--- src/rtl/icmp_rx_parser.sv ---
// ICMP receive parser: checks the 8-byte header, stores echo data into the receive RAM and
// reports done/err/drop. Define ICMP_RX_CKSUM_EN to build the checksum check.
module icmp_rx_parser #(
  parameter int RAM_AW = 11
) (
  input  logic              clk,
  input  logic              rst_n,
  input  logic              in_valid,
  input  logic [7:0]        in_data,
  input  logic              in_last,
  input  logic              reply_busy,
  output logic              ram_wr_en,
  output logic [RAM_AW-1:0] ram_wr_addr,
  output logic [7:0]        ram_wr_data,
  output logic              pkt_done,
  output logic              pkt_err,
  output logic              pkt_drop,
  output logic [15:0]       icmp_id,
  output logic [15:0]       icmp_seq,
  output logic [RAM_AW:0]   data_len,
  output logic [2:0]        dbg_state
);

  localparam logic [2:0] S_IDLE = 3'd0;
  localparam logic [2:0] S_HDR  = 3'd1;
  localparam logic [2:0] S_DATA = 3'd2;
  localparam logic [2:0] S_CHK  = 3'd3;
  localparam logic [2:0] S_DROP = 3'd4;

  // Stream handshake: in_valid qualifies in_data/in_last for one cycle; there is no
  // backpressure, every valid byte is consumed in the cycle it is presented.
  logic [2:0]        state_q, state_d;
  logic [2:0]        hdr_cnt_q, hdr_cnt_d;
  logic [7:0]        type_q, type_d;
  logic [7:0]        code_q, code_d;
  logic [15:0]       id_q, id_d;
  logic [15:0]       seq_q, seq_d;
  logic [RAM_AW:0]   data_cnt_q, data_cnt_d;
  logic              ovf_q, ovf_d;
  logic              wr_en_q, wr_en_d;
  logic [RAM_AW-1:0] wr_addr_q, wr_addr_d;
  logic [7:0]        wr_data_q, wr_data_d;
  logic              done_q, done_d;
  logic              err_q, err_d;
  logic              drop_q, drop_d;
  logic [15:0]       icmp_id_q, icmp_id_d;
  logic [15:0]       icmp_seq_q, icmp_seq_d;
  logic [RAM_AW:0]   data_len_q, data_len_d;
  logic              acc_start;
  logic              acc_add;
  logic              cksum_ok;
  logic              good;

  assign good = (type_q == 8'd8) && (code_q == 8'd0) && !ovf_q && cksum_ok;

  always_comb begin
    state_d    = state_q;
    hdr_cnt_d  = hdr_cnt_q;
    type_d     = type_q;
    code_d     = code_q;
    id_d       = id_q;
    seq_d      = seq_q;
    data_cnt_d = data_cnt_q;
    ovf_d      = ovf_q;
    wr_en_d    = 1'b0;
    wr_addr_d  = wr_addr_q;
    wr_data_d  = wr_data_q;
    done_d     = 1'b0;
    err_d      = 1'b0;
    drop_d     = 1'b0;
    icmp_id_d  = icmp_id_q;
    icmp_seq_d = icmp_seq_q;
    data_len_d = data_len_q;
    acc_start  = 1'b0;
    acc_add    = 1'b0;
    case (state_q)
      S_IDLE: begin
        if (in_valid) begin
          if (reply_busy) begin
            if (in_last) drop_d = 1'b1;
            else         state_d = S_DROP;
          end else begin
            type_d     = in_data;
            hdr_cnt_d  = 3'd1;
            data_cnt_d = '0;
            ovf_d      = 1'b0;
            acc_start  = 1'b1;
            if (in_last) err_d = 1'b1;
            else         state_d = S_HDR;
          end
        end
      end
      S_HDR: begin
        if (in_valid) begin
          acc_add   = 1'b1;
          hdr_cnt_d = hdr_cnt_q + 3'd1;
          case (hdr_cnt_q)
            3'd1:    code_d       = in_data;
            3'd4:    id_d[15:8]   = in_data;
            3'd5:    id_d[7:0]    = in_data;
            3'd6:    seq_d[15:8]  = in_data;
            3'd7:    seq_d[7:0]   = in_data;
            default: ;
          endcase
          // Byte 7 ending the packet is a legal zero-length echo request.
          if (hdr_cnt_q == 3'd7) begin
            data_cnt_d = '0;
            state_d    = in_last ? S_CHK : S_DATA;
          end else if (in_last) begin
            err_d   = 1'b1;
            state_d = S_IDLE;
          end
        end
      end
      S_DATA: begin
        if (in_valid) begin
          acc_add = 1'b1;
          if (data_cnt_q[RAM_AW]) begin
            ovf_d = 1'b1;
          end else begin
            wr_en_d    = 1'b1;
            wr_addr_d  = data_cnt_q[RAM_AW-1:0];
            wr_data_d  = in_data;
            data_cnt_d = data_cnt_q + 1'b1;
          end
          if (in_last) state_d = S_CHK;
        end
      end
      S_CHK: begin
        if (good) begin
          done_d     = 1'b1;
          icmp_id_d  = id_q;
          icmp_seq_d = seq_q;
          data_len_d = data_cnt_q;
        end else begin
          err_d = 1'b1;
        end
        state_d = S_IDLE;
      end
      S_DROP: begin
        if (in_valid && in_last) begin
          drop_d  = 1'b1;
          state_d = S_IDLE;
        end
      end
      default: state_d = S_IDLE;
    endcase
  end

  always_ff @(posedge clk or negedge rst_n) begin
    if (!rst_n) begin
      state_q    <= S_IDLE;
      hdr_cnt_q  <= '0;
      type_q     <= '0;
      code_q     <= '0;
      id_q       <= '0;
      seq_q      <= '0;
      data_cnt_q <= '0;
      ovf_q      <= 1'b0;
      wr_en_q    <= 1'b0;
      wr_addr_q  <= '0;
      wr_data_q  <= '0;
      done_q     <= 1'b0;
      err_q      <= 1'b0;
      drop_q     <= 1'b0;
      icmp_id_q  <= '0;
      icmp_seq_q <= '0;
      data_len_q <= '0;
    end else begin
      state_q    <= state_d;
      hdr_cnt_q  <= hdr_cnt_d;
      type_q     <= type_d;
      code_q     <= code_d;
      id_q       <= id_d;
      seq_q      <= seq_d;
      data_cnt_q <= data_cnt_d;
      ovf_q      <= ovf_d;
      wr_en_q    <= wr_en_d;
      wr_addr_q  <= wr_addr_d;
      wr_data_q  <= wr_data_d;
      done_q     <= done_d;
      err_q      <= err_d;
      drop_q     <= drop_d;
      icmp_id_q  <= icmp_id_d;
      icmp_seq_q <= icmp_seq_d;
      data_len_q <= data_len_d;
    end
  end

`ifdef ICMP_RX_CKSUM_EN
  // Even-offset bytes are word high bytes; an odd trailing byte is implicitly zero-padded.
  logic [31:0] acc_q, acc_d;
  logic        odd_q, odd_d;
  logic [15:0] word;
  logic [16:0] fold1;
  logic [15:0] fold2;

  always_comb begin
    word  = odd_q ? {8'h00, in_data} : {in_data, 8'h00};
    acc_d = acc_q;
    odd_d = odd_q;
    if (acc_start) begin
      acc_d = {16'h0000, in_data, 8'h00};
      odd_d = 1'b1;
    end else if (acc_add) begin
      acc_d = acc_q + {16'h0000, word};
      odd_d = ~odd_q;
    end
    fold1    = {1'b0, acc_q[15:0]} + {1'b0, acc_q[31:16]};
    fold2    = fold1[15:0] + {15'h0000, fold1[16]};
    cksum_ok = (fold2 == 16'hFFFF);
  end

  always_ff @(posedge clk or negedge rst_n) begin
    if (!rst_n) begin
      acc_q <= '0;
      odd_q <= 1'b0;
    end else begin
      acc_q <= acc_d;
      odd_q <= odd_d;
    end
  end
`else
  logic unused_acc_ctrl;
  assign unused_acc_ctrl = acc_start ^ acc_add;
  assign cksum_ok        = 1'b1;
`endif

  assign ram_wr_en   = wr_en_q;
  assign ram_wr_addr = wr_addr_q;
  assign ram_wr_data = wr_data_q;
  assign pkt_done    = done_q;
  assign pkt_err     = err_q;
  assign pkt_drop    = drop_q;
  assign icmp_id     = icmp_id_q;
  assign icmp_seq    = icmp_seq_q;
  assign data_len    = data_len_q;
  assign dbg_state   = state_q;

endmodule
--- config.mk ---
export PLATFORM = sky130hd
export DESIGN_NAME = icmp_rx_parser
export DESIGN_NICKNAME = d
export VERILOG_FILES = /design/src/rtl/icmp_rx_parser.sv
export SDC_FILE = /design/constraint.sdc
export NUM_CORES = 1
export LEC_CHECK = 0
export BUFFER_PORTS_ARGS = -buffer_cell sky130_fd_sc_hd__buf_2
export CORE_MARGIN = 2
export CORE_UTILIZATION = 30
export DETAILED_ROUTE_END_ITERATION = 16
export PLACE_DENSITY_LB_ADDON = 0.05
export SLEW_MARGIN = 10
export SYNTH_ARGS = -nofsm -noshare
export SYNTH_HDL_FRONTEND = slang
export SYNTH_SLANG_ARGS = --single-unit
--- constraint.sdc ---
create_clock -name clk -period 2.8 [get_ports clk]
set_clock_uncertainty 0.15 [all_clocks]
set_input_delay 0.28 -clock clk [delete_from_list [all_inputs] [get_ports clk]]
set_output_delay 0.28 -clock clk [all_outputs]
set_load 0.02 [all_outputs]
==> metrics.csv, run 1 <==
stage,metric,value,unit
logic_synthesis,share of the yosys chip area belonging to registers,61.6,%
timing,Slew HR,52.7,%
layout,Area Overhead vs Synth,24.5,%
critical_path,slowest CP cell,or4_1,
timing,Max Clk Rate,0.406,GHz
power,overall power,5.30,mW
logic_synthesis,share of the synthesized area in the top cell type,61.6,%
critical_path,CP max stage delay,0.59,ns
route,DRC,0,
logic_synthesis,"area leader, netlist",dfrtp_1,
global_routing,initial antenna violation count,0,
global_routing,grt total ovfl,0,
critical_path,crit path cell chain,ha_1 > ha_1 > nand2b_1 > a221o_1 > or4_1 > a21oi_1,
job,number of max-cap violations,0,
logic_synthesis,main combinational cell family by area after synthesis,multiplexers,
layout,fin util,37.9,%
logic_synthesis,most frequent cell after synthesis,dfrtp_1,
critical_path,worst-path maximum fanout,23,
logic_synthesis,Yosys warning count,0,
logic_synthesis,mux share of post-synthesis cell area,23.2,%
timing,unrepaired setup endpoints after global routing,no,
timing,final setup fails,0,
layout,nets,491,
place,gp weighted congestion,0.710,
place,dpl hpwl,7970,um
route,Via density,4.76,
route,drt initial violations,209,
worst_hold_path,min-delay worst type,in -> reg,
cts,htree depth,4,
logic_synthesis,Post-synth ARST share,100,%
logic_synthesis,Synth Area in XOR/XNOR,0,%
critical_path,"Arr. time, crit path",2.64,ns
logic_synthesis,Mapped Area,0.00545,mm2
global_routing,largest net degree at the start of global routing,62,
die,Ports,83,
critical_path,Critical Path RT,2.98,ns
cts,clk slew on worst S/H paths,0.05,ns
timing,Final Hold Fails,0,
critical_path,Worst Setup Start Kind,flip-flop,
cts,CTS tree,yes,
cts,PostCTS Resize Cnt,0,
timing,TNS Setup,0,ns
die,Die W,139,um
route,TritonRoute pass-1 iters,4,
logic_synthesis,Compound-Gate Fraction of Synth Area,4.41,%
cts,total CTS buffers,17,
route,Final ANT Viol Nets,0,
route,DRT Wirelength,12700,um
layout,layout cells sized above 1,48.3,%
global_routing,gr usage total,13.7,%
die,Initial Utilization,30.4,%
timing,max-slew violations,0,
logic_synthesis,cells after synthesis,376,
die,Die Y,139,um
logic_synthesis,simple-gate share of the synthesized area,7.28,%
logic_synthesis,Post-synth EDFFs,0,
route,WL/cell,17.8,um
logic_synthesis,Area contributors post-synth,"dfrtp_1 62%, mux2_2 23%, ha_1 1.6%, a21oi_1 1.0%, o21ai_0 1.0%",
outcome,outcome,"complete, no violations",
cts,clock latency on the worst-skew pair,0.42,ns
critical_path,"most used cell, CP",ha_1,
place,Port Buffers,82,
logic_synthesis,Adder-Cell Fraction of Synth Area,1.61,%
logic_synthesis,ranking of synthesized cells by instance count,"134 x dfrtp_1, 112 x mux2_2, 11 x a21oi_1, 11 x o21ai_0, 9 x nand2_1",
die,core area,0.0179,mm2
die,Die Area,0.0192,mm2
timing,Final min period,2.47,ns
critical_path,critical path class,reg -> reg,
logic_synthesis,synthesized net count,396,
cts,clk sinks,134,
logic_synthesis,"Avg Cell Area, Syn",14.5,um2
global_routing,global-route wire length before repair,20200,um
timing,final worst path period share,88.1,%
logic_synthesis,Most used DFF post-synth,dfrtp_1,
logic_synthesis,#FFs+latches synth,134,
power,Pleak,3.43,nW
die,cell row count,49,
timing,Slew @ Worst Pin,0.710,ns
power,PwrDens,782,mW/mm2
cts,clock root cell,clkbuf_16,
layout,ant diodes,0,
power,maximum vdd drop,0.432,mV
logic_synthesis,Netlist cell types,36,
global_routing,vias in the first global route,3519,
route,vias,3385,
cts,clk buf depth,2,
critical_path,crit path capture type,flip-flop,
-- critical path, delay by kind of cell (launching register included) --
family / cells / cell delay [ns]
AO/OA/AOI/OAI: 2 / 0.74
AND/OR/NAND/NOR: 2 / 0.67
adder cells (fa/ha/maj): 2 / 0.41
flip-flops: 1 / 0.41
-- metal layers --
metal / routed length, um / global-route usage [%] / part of all wire (%)
met2: 6000 / 21.2 / 47
met5: 0 / 0 / 0
met4: 108 / 4.63 / 0.85
met3: 588 / 4.59 / 4.6
met1: 5980 / 18.1 / 47
-- logic make-up (layout without fill, tap and decap cells) --
family | Yosys count | in the layout
buffers and inverters | 20 | 126
AND/OR/NAND/NOR | 65 | 65
flip-flops | 134 | 134
multiplexers | 112 | 112
AO/OA/AOI/OAI | 38 | 38
adder cells (fa/ha/maj) | 7 | 7
-- stage by stage --
step	worst slack (ns)	area [um2]	hold slack [ns]	cells
3_5_place_dp	0.366	6140	0.155	679
5_1_grt	0.190	6780	0.108	711
2_1_floorplan	0.677	5450	-0.166	376
6_report	0.335	6780	0.0979	711
3_3_place_gp	0.423	6140	0.148	679
4_1_cts	0.348	6780	0.0798	711
-- state kept, by name, summed over array words and instances (netlist names), 3 cells and up --
register / cells
icmp_id: 16
icmp_seq: 16
id_q: 16
seq_q: 16
data_cnt_q: 12
data_len: 12
ram_wr_addr: 11
code_q: 8
ram_wr_data: 8
type_q: 8
dbg_state: 3
hdr_cnt_q: 3
-- area by class of cell --
class	count	area, um2
Clock buffer	19	443
Clock inverter	11	175
Fill cell	1740	11100
Inverter	5	18.8
Multi-Input combinational cell	222	1990
Sequential cell	134	3350
Tap cell	229	287
Timing Repair Buffer	91	514
-- placed cells by master, fill, tap and decap left out, drive strengths merged, types with 3 or more instances in the layout --
master	count
dfrtp	134
mux2	112
buf	89
clkbuf	19
o21ai	11
a21oi	11
nand2	9
nor2	8
o31ai	7
ha	7
or4	6
inv	6
nand3b	5
nand2b	5
nand4	4
nand3	4
nor2b	4
bufinv	4
nor3	4
clkinv	4
nor4	3
-- report_power, final --
group	switching [mW]	total (mW)	internal, mW
sequential	0.149	2.34	2.19
combinational	0.328	0.626	0.298
clock	0.834	2.34	1.51
total	1.31	5.30	3.99
-- worst paths after layout --
kind / start / endpoint / slack [ns] / cells after the start
min reg2reg: id_q[11] / icmp_id[11] / 0.34 / 1
max: hdr_cnt_q[0] / data_cnt_q[8] / 0.33 / 6
min: in_valid / pkt_drop / 0.1 / 3
max in group asynchronous: rst_n / seq_q[7] / 1.48 / 3
max reg2reg: hdr_cnt_q[0] / data_cnt_q[8] / 0.33 / 6
min in group asynchronous: rst_n / data_len[8] / 0.27 / 2
-- timing repair --
action	CTS	global route
endpoints found under the hold margin	60	0
buffers inserted	0	0
setup endpoints to repair	0	0
hold buffers	2	0
(Power assumes the default switching activity.)
==> run 2, diff against run 1 <==
Settings changed: ABC_AREA set to 1.
==> run 2 against run 1 <==
Flip-flop and latch count stayed put. First-iteration DRC count shrank 22%. Sequential share of layout area down 1.7 points. Largest power group unchanged.
==> metrics.csv, run 2 <==
stage,metric,value,unit,change
global_routing,global-route wire length before repair,23700,um,was 20200 um
die,Die W,142,um,was 139 um
global_routing,initial antenna violation count,0,,unchanged
logic_synthesis,Area contributors post-synth,"dfrtp_1 58%, nand2_1 14%, o21ai_2 4.4%, o21ai_0 3.7%, inv_1 2.9%",,"was dfrtp_1 62%, mux2_2 23%, ha_1 1.6%, a21oi_1 1.0%, o21ai_0 1.0%"
route,drt initial violations,163,,was 209
critical_path,Worst Setup Start Kind,flip-flop,,unchanged
global_routing,largest net degree at the start of global routing,58,,was 62
outcome,outcome,"complete, no violations",,unchanged
logic_synthesis,synthesized net count,629,,was 396
logic_synthesis,Post-synth EDFFs,0,,unchanged
timing,Final min period,2.25,ns,was 2.47 ns
cts,clock root cell,clkbuf_16,,unchanged
logic_synthesis,"Avg Cell Area, Syn",9.45,um2,was 14.5 um2
worst_hold_path,min-delay worst type,in -> reg,,unchanged
route,vias,4255,,was 3385
layout,layout cells sized above 1,23.3,%,was 48.3%
logic_synthesis,most frequent cell after synthesis,nand2_1,,was dfrtp_1
layout,Area Overhead vs Synth,22.1,%,was 24.5%
route,Via density,4.49,,was 4.76
die,core area,0.0188,mm2,was 0.0179 mm2
critical_path,"Arr. time, crit path",2.40,ns,was 2.64 ns
logic_synthesis,cells after synthesis,609,,was 376
layout,nets,720,,was 491
power,Pleak,3.70,nW,was 3.43 nW
cts,clk slew on worst S/H paths,0.06,ns,was 0.05 ns
logic_synthesis,Yosys warning count,0,,unchanged
logic_synthesis,"area leader, netlist",dfrtp_1,,unchanged
logic_synthesis,Post-synth ARST share,100,%,unchanged
timing,Slew HR,45.9,%,was 52.7%
power,maximum vdd drop,0.464,mV,was 0.432 mV
cts,PostCTS Resize Cnt,0,,unchanged
route,DRT Wirelength,14200,um,was 12700 um
die,Die Y,142,um,was 139 um
route,TritonRoute pass-1 iters,4,,unchanged
place,Port Buffers,82,,unchanged
critical_path,worst-path maximum fanout,23,,unchanged
critical_path,Critical Path RT,2.96,ns,was 2.98 ns
logic_synthesis,#FFs+latches synth,134,,unchanged
die,Die Area,0.0203,mm2,was 0.0192 mm2
timing,TNS Setup,0,ns,unchanged
timing,final setup fails,0,,unchanged
route,WL/cell,15.0,um,was 17.8 um
power,PwrDens,877,mW/mm2,was 782 mW/mm2
cts,clk buf depth,2,,unchanged
timing,max-slew violations,0,,unchanged
global_routing,gr usage total,15.3,%,was 13.7%
logic_synthesis,share of the synthesized area in the top cell type,58.3,%,was 61.6%
place,dpl hpwl,9760,um,was 7970 um
route,Final ANT Viol Nets,0,,unchanged
logic_synthesis,share of the yosys chip area belonging to registers,58.3,%,was 61.6%
timing,Max Clk Rate,0.445,GHz,was 0.406 GHz
layout,most frequent cells in the layout,"221 x nand2_1, 134 x dfrtp_1, 81 x buf_2",,"was 134 x dfrtp_1, 112 x mux2_2, 81 x buf_2"
timing,Final Hold Fails,0,,unchanged
layout,ant diodes,0,,unchanged
global_routing,grt total ovfl,0,,unchanged
job,number of max-cap violations,0,,unchanged
cts,total CTS buffers,17,,unchanged
cts,htree depth,4,,unchanged
logic_synthesis,Most used DFF post-synth,dfrtp_1,,unchanged
place,gp weighted congestion,0.795,,was 0.710
timing,unrepaired setup endpoints after global routing,no,,unchanged
logic_synthesis,ranking of synthesized cells by instance count,"221 x nand2_1, 134 x dfrtp_1, 44 x inv_1, 43 x o21ai_0, 29 x o21ai_2",,"was 134 x dfrtp_1, 112 x mux2_2, 11 x a21oi_1, 11 x o21ai_0, 9 x nand2_1"
timing,WHS,0.0233,ns,was 0.0979 ns
die,cell row count,50,,was 49
die,Ports,83,,unchanged
power,overall power,6.16,mW,was 5.30 mW
logic_synthesis,Mapped Area,0.00575,mm2,was 0.00545 mm2
layout,"commonest non-fill, non-tap cell in the layout",nand2_1,,was dfrtp_1
critical_path,critical path class,reg -> reg,,unchanged
route,DRC,0,,unchanged
critical_path,crit path capture type,flip-flop,,unchanged
cts,clock latency on the worst-skew pair,0.42,ns,about the same
global_routing,vias in the first global route,4430,,was 3519
timing,final worst path period share,80.3,%,was 88.1%
timing,Slew @ Worst Pin,0.809,ns,was 0.710 ns
die,Initial Utilization,30.7,%,was 30.4%
cts,CTS tree,yes,,unchanged
logic_synthesis,Netlist cell types,32,,was 36
cts,clk sinks,134,,unchanged
## run 2: cell types whose count changed after synthesis, moves of 29 or more
cell / previous run / this run
inv_1: 5 / 44
o21ai_0: 11 / 43
o21ai_2: 0 / 29
mux2_2: 112 / 0
nand2_1: 9 / 221
## run 2: through the flow
stage	instances	worst slack [ns]	area (um2)	utilization, %
global placement	908	0.621	6320	33.7
floorplan	609	1.14	5750	-
finish	947	0.553	7030	37.4
CTS	947	0.520	7030	37.4
global route	947	0.335	7030	37.4
detailed placement	908	0.527	6320	33.7
## run 2: cell type report
| class | count | area, um2 |
|---|---|---|
| Fill cell | 1968 | 11700 |
| Timing Repair Buffer | 93 | 529 |
| Inverter | 52 | 201 |
| Clock inverter | 12 | 203 |
| Sequential cell | 134 | 3350 |
| Multi-Input combinational cell | 402 | 2010 |
| Tap cell | 234 | 293 |
| Clock buffer | 20 | 437 |
## run 2: timing repair
item | 4_1_cts | 5_1_grt
hold buffers | 7 | 0
buffers inserted | 0 | 0
endpoints found under the hold margin | 54 | 0
## run 2: kinds of logic (layout without fill, tap and decap cells)
logic type	Yosys count	in the layout	synth area share, %
and+or+nand+nor	294	294	22.4
DFF	134	134	58.3
AOI/OAI and AO/OA	99	99	10.7
buffers and inverters	73	177	6.89
adders and majority gates	7	7	1.52
xor gates and xnor gates	2	2	0.304
## run 2: metal layers
metal / vias to the layer above / share of wire [%] / global-route usage (%)
met4: 0 / 1.7 / 5.05
met3: 20 / 4.8 / 4.58
met1: 2022 / 49 / 20.4
met5: - / 0 / 0
li1: 2127 / - / -
met2: 86 / 44 / 23.7
## run 2: final timing paths
path | from | endpoint | slack, ns | cells past startpoint
max reg2reg | dbg_state[0] | ram_wr_addr[6] | 0.55 | 7
min in group asynchronous | rst_n | icmp_seq[12] | 0.22 | 2
min | in_last | pkt_drop | 0.02 | 3
max | dbg_state[0] | ram_wr_addr[6] | 0.55 | 7
min reg2reg | icmp_seq[3] | icmp_seq[3] | 0.32 | 2
max in group asynchronous | rst_n | id_q[5] | 1.47 | 3
## run 2: worst max-delay path: stages, from the launching register on
cell and delay (ns):
dfrtp_1 0.50, nor2_4 0.18, nand2_2 0.11, nor2_4 0.13, nand2_1 0.48, buf_4 0.42, nand2_1 0.09, o21ai_2 0.05
## run 2: power by group
| group | total (mW) | internal (mW) | switching [mW] |
|---|---|---|---|
| Combinational | 1.15 | 0.398 | 0.751 |
| Sequential | 2.59 | 2.34 | 0.248 |
| Clock | 2.42 | 1.58 | 0.843 |
| Total | 6.16 | 4.32 | 1.84 |
==> run 3, diff against run 2 <==
Clock period 2.8 ns to 2.2 ns, I/O delays scaled along.
==> run 3 against run 2 <==
Sequential power grew 27%. Clock power is 27% higher. Fmax grew 18%. Sequential share of layout area is 0.55 points lower. Setup slack worse by 0.26 ns. Die area is the same. Critical path type unchanged.
==> metrics.csv, run 3 (synthesis gave the netlist of run 2 again) <==
stage,metric,value,unit,change
outcome,outcome,"complete, no violations",,unchanged
layout,"commonest non-fill, non-tap cell in the layout",nand2_1,,unchanged
worst_hold_path,min-delay worst type,in -> reg,,unchanged
cts,CTS tree,yes,,unchanged
layout,layout cells sized above 1,23.8,%,was 23.3%
timing,Final min period,1.90,ns,was 2.25 ns
timing,TNS Setup,0,ns,unchanged
timing,unrepaired setup endpoints after global routing,no,,unchanged
place,gp weighted congestion,0.821,,was 0.795
power,Internal Power,5.48,mW,was 4.32 mW
layout,nets,726,,was 720
route,vias,4300,,was 4255
global_routing,vias in the first global route,4349,,was 4430
die,Initial Utilization,30.7,%,unchanged
critical_path,Crit path max-delay family,simple AND/OR/NAND/NOR gates,,unchanged
cts,clk buf depth,2,,unchanged
die,cell row count,50,,unchanged
critical_path,"most used cell, CP",nand2_1,,
timing,final setup fails,0,,unchanged
die,Ports,83,,unchanged
route,Via density,4.51,,was 4.49
cts,clock root cell,clkbuf_16,,unchanged
critical_path,Worst Setup Start Kind,flip-flop,,unchanged
cts,htree depth,4,,unchanged
power,Clk pwr share,39.2,%,was 39.4%
global_routing,largest net degree at the start of global routing,48,,was 58
timing,Final Hold Fails,0,,unchanged
route,Final ANT Viol Nets,0,,unchanged
power,combinational share of power,18.6,%,was 18.7%
timing,Slew HR,66.1,%,was 45.9%
global_routing,gr usage total,15.2,%,was 15.3%
power,sw frac,29.9,%,about the same
critical_path,critical path class,reg -> reg,,unchanged
global_routing,grt total ovfl,0,,unchanged
power,maximum vdd drop,0.556,mV,was 0.464 mV
power,Switching Power,2.34,mW,was 1.84 mW
cts,total CTS buffers,17,,unchanged
place,dpl hpwl,9590,um,was 9760 um
route,TritonRoute pass-1 iters,5,,was 4
timing,Slew @ Worst Pin,0.508,ns,was 0.809 ns
cts,clk slew on worst S/H paths,0.06,ns,about the same
power,Pleak,3.74,nW,was 3.70 nW
critical_path,crit path cell chain,ha_1 > nand4_1 > nand2_1 > nand2_4 > inv_4 > nand2_1 > nand2_1 > nor2_1,,was nor2_4 > nand2_2 > nor2_4 > nand2_1 > buf_4 > nand2_1 > o21ai_2
place,Port Buffers,82,,unchanged
timing,WHS,0.0228,ns,was 0.0233 ns
critical_path,CP max stage delay,0.56,ns,was 0.50 ns
layout,most frequent cells in the layout,"221 x nand2_1, 134 x dfrtp_1, 81 x buf_2",,unchanged
cts,postcts setup bufs,0,,unchanged
critical_path,crit path capture type,flip-flop,,unchanged
route,WL/cell,14.8,um,was 15.0 um
route,drt initial violations,248,,was 163
global_routing,initial antenna violation count,0,,unchanged
cts,clk sinks,134,,unchanged
critical_path,Critical Path RT,2.36,ns,was 2.96 ns
job,number of max-cap violations,0,,unchanged
die,core area,0.0188,mm2,unchanged
route,DRT Wirelength,14100,um,was 14200 um
power,PwrDens,1100,mW/mm2,was 877 mW/mm2
timing,max-slew violations,0,,unchanged
cts,clock latency on the worst-skew pair,0.42,ns,about the same
critical_path,slowest CP cell,dfrtp_1,,unchanged
die,Die Area,0.0203,mm2,unchanged
power,Reg power frac,42.2,%,was 42.0%
layout,ant diodes,0,,unchanged
timing,Max Clk Rate,0.525,GHz,was 0.445 GHz
die,Die Y,142,um,unchanged
timing,final worst path period share,86.5,%,was 80.3%
layout,Area Overhead vs Synth,23.5,%,was 22.1%
die,Die W,142,um,unchanged
critical_path,"Arr. time, crit path",2.07,ns,was 2.40 ns
critical_path,Crit path buffers/inverters,1,,unchanged
global_routing,global-route wire length before repair,23400,um,was 23700 um
critical_path,worst-path maximum fanout,10,,was 23
route,DRC,0,,unchanged
[run 3: changes by cell type in the layout (fill, tap and decap cells not counted), sizes merged]
| cell | change |
|---|---|
| clkbuf | +1 |
| buf | +3 |
| dlygate4sd3 | +3 |
| bufinv | -1 |
[run 3: area by class of cell]
| type | instances | area [um2] |
|---|---|---|
| clock buffers | 21 | 470 |
| clock inverters | 11 | 173 |
| fillers | 1943 | 11700 |
| inverters | 52 | 201 |
| multi-input cells | 402 | 2010 |
| flip-flops and latches | 134 | 3350 |
| well taps | 234 | 293 |
| repair buffers | 99 | 607 |
[run 3: routing by layer]
metal  up-vias  wire length, um  GRT usage (%)  share of wire [%]
met4         0              210           5.63                1.5
met2        88             6240           22.7                 44
met3        17              585           3.33                4.1
li1       2139                -              -                  -
met1      2056             7100           21.6                 50
met5         -                0              0                  0
[run 3: metrics by stage]
| step | cell area, um2 | utilization (%) | instances | total power, mW | setup WS [ns] |
|---|---|---|---|---|---|
| 2_1_floorplan | 5750 | - | 609 | 4.36 | 0.544 |
| 3_3_place_gp | 6360 | 33.9 | 911 | 4.76 | 0.391 |
| 3_5_place_dp | 6360 | 33.9 | 911 | 4.80 | 0.348 |
| 4_1_cts | 7110 | 37.9 | 953 | 7.93 | 0.298 |
| 5_1_grt | 7110 | 37.9 | 953 | 8.31 | 0.125 |
| 6_report | 7110 | 37.9 | 953 | 7.82 | 0.297 |
[run 3: tightest hold or removal path: stages]
cell and delay (ns):
buf_2 0.11, nor2_1 0.16, nor4_1 0.07
[run 3: what timing repair did]
action                                 CTS  global route
endpoints found under the hold margin   53             0
gates resized for setup                  0             0
setup endpoints to repair                0             0
hold buffers                            10             0
[run 3: power by group through the flow]
stage | Combinational, mW | Clock [mW] | Sequential, mW
CTS | 1.48 | 3.15 | 3.30
finish | 1.45 | 3.07 | 3.30
floorplan | 0.987 | 0 | 3.38
global route | 1.68 | 3.27 | 3.37
global placement | 1.43 | 0 | 3.33
detailed placement | 1.46 | 0 | 3.34
[run 3: final timing paths]
check	start	to	slack, ns	cells past startpoint
max	hdr_cnt_q[2]	data_cnt_q[7]	0.30	8
min reg2reg	id_q[12]	icmp_id[12]	0.32	2
max in group asynchronous	rst_n	data_cnt_q[7]	1.12	3
min in group asynchronous	rst_n	seq_q[6]	0.16	2
max reg2reg	hdr_cnt_q[2]	data_cnt_q[7]	0.30	8
min	reply_busy	pkt_drop	0.02	3
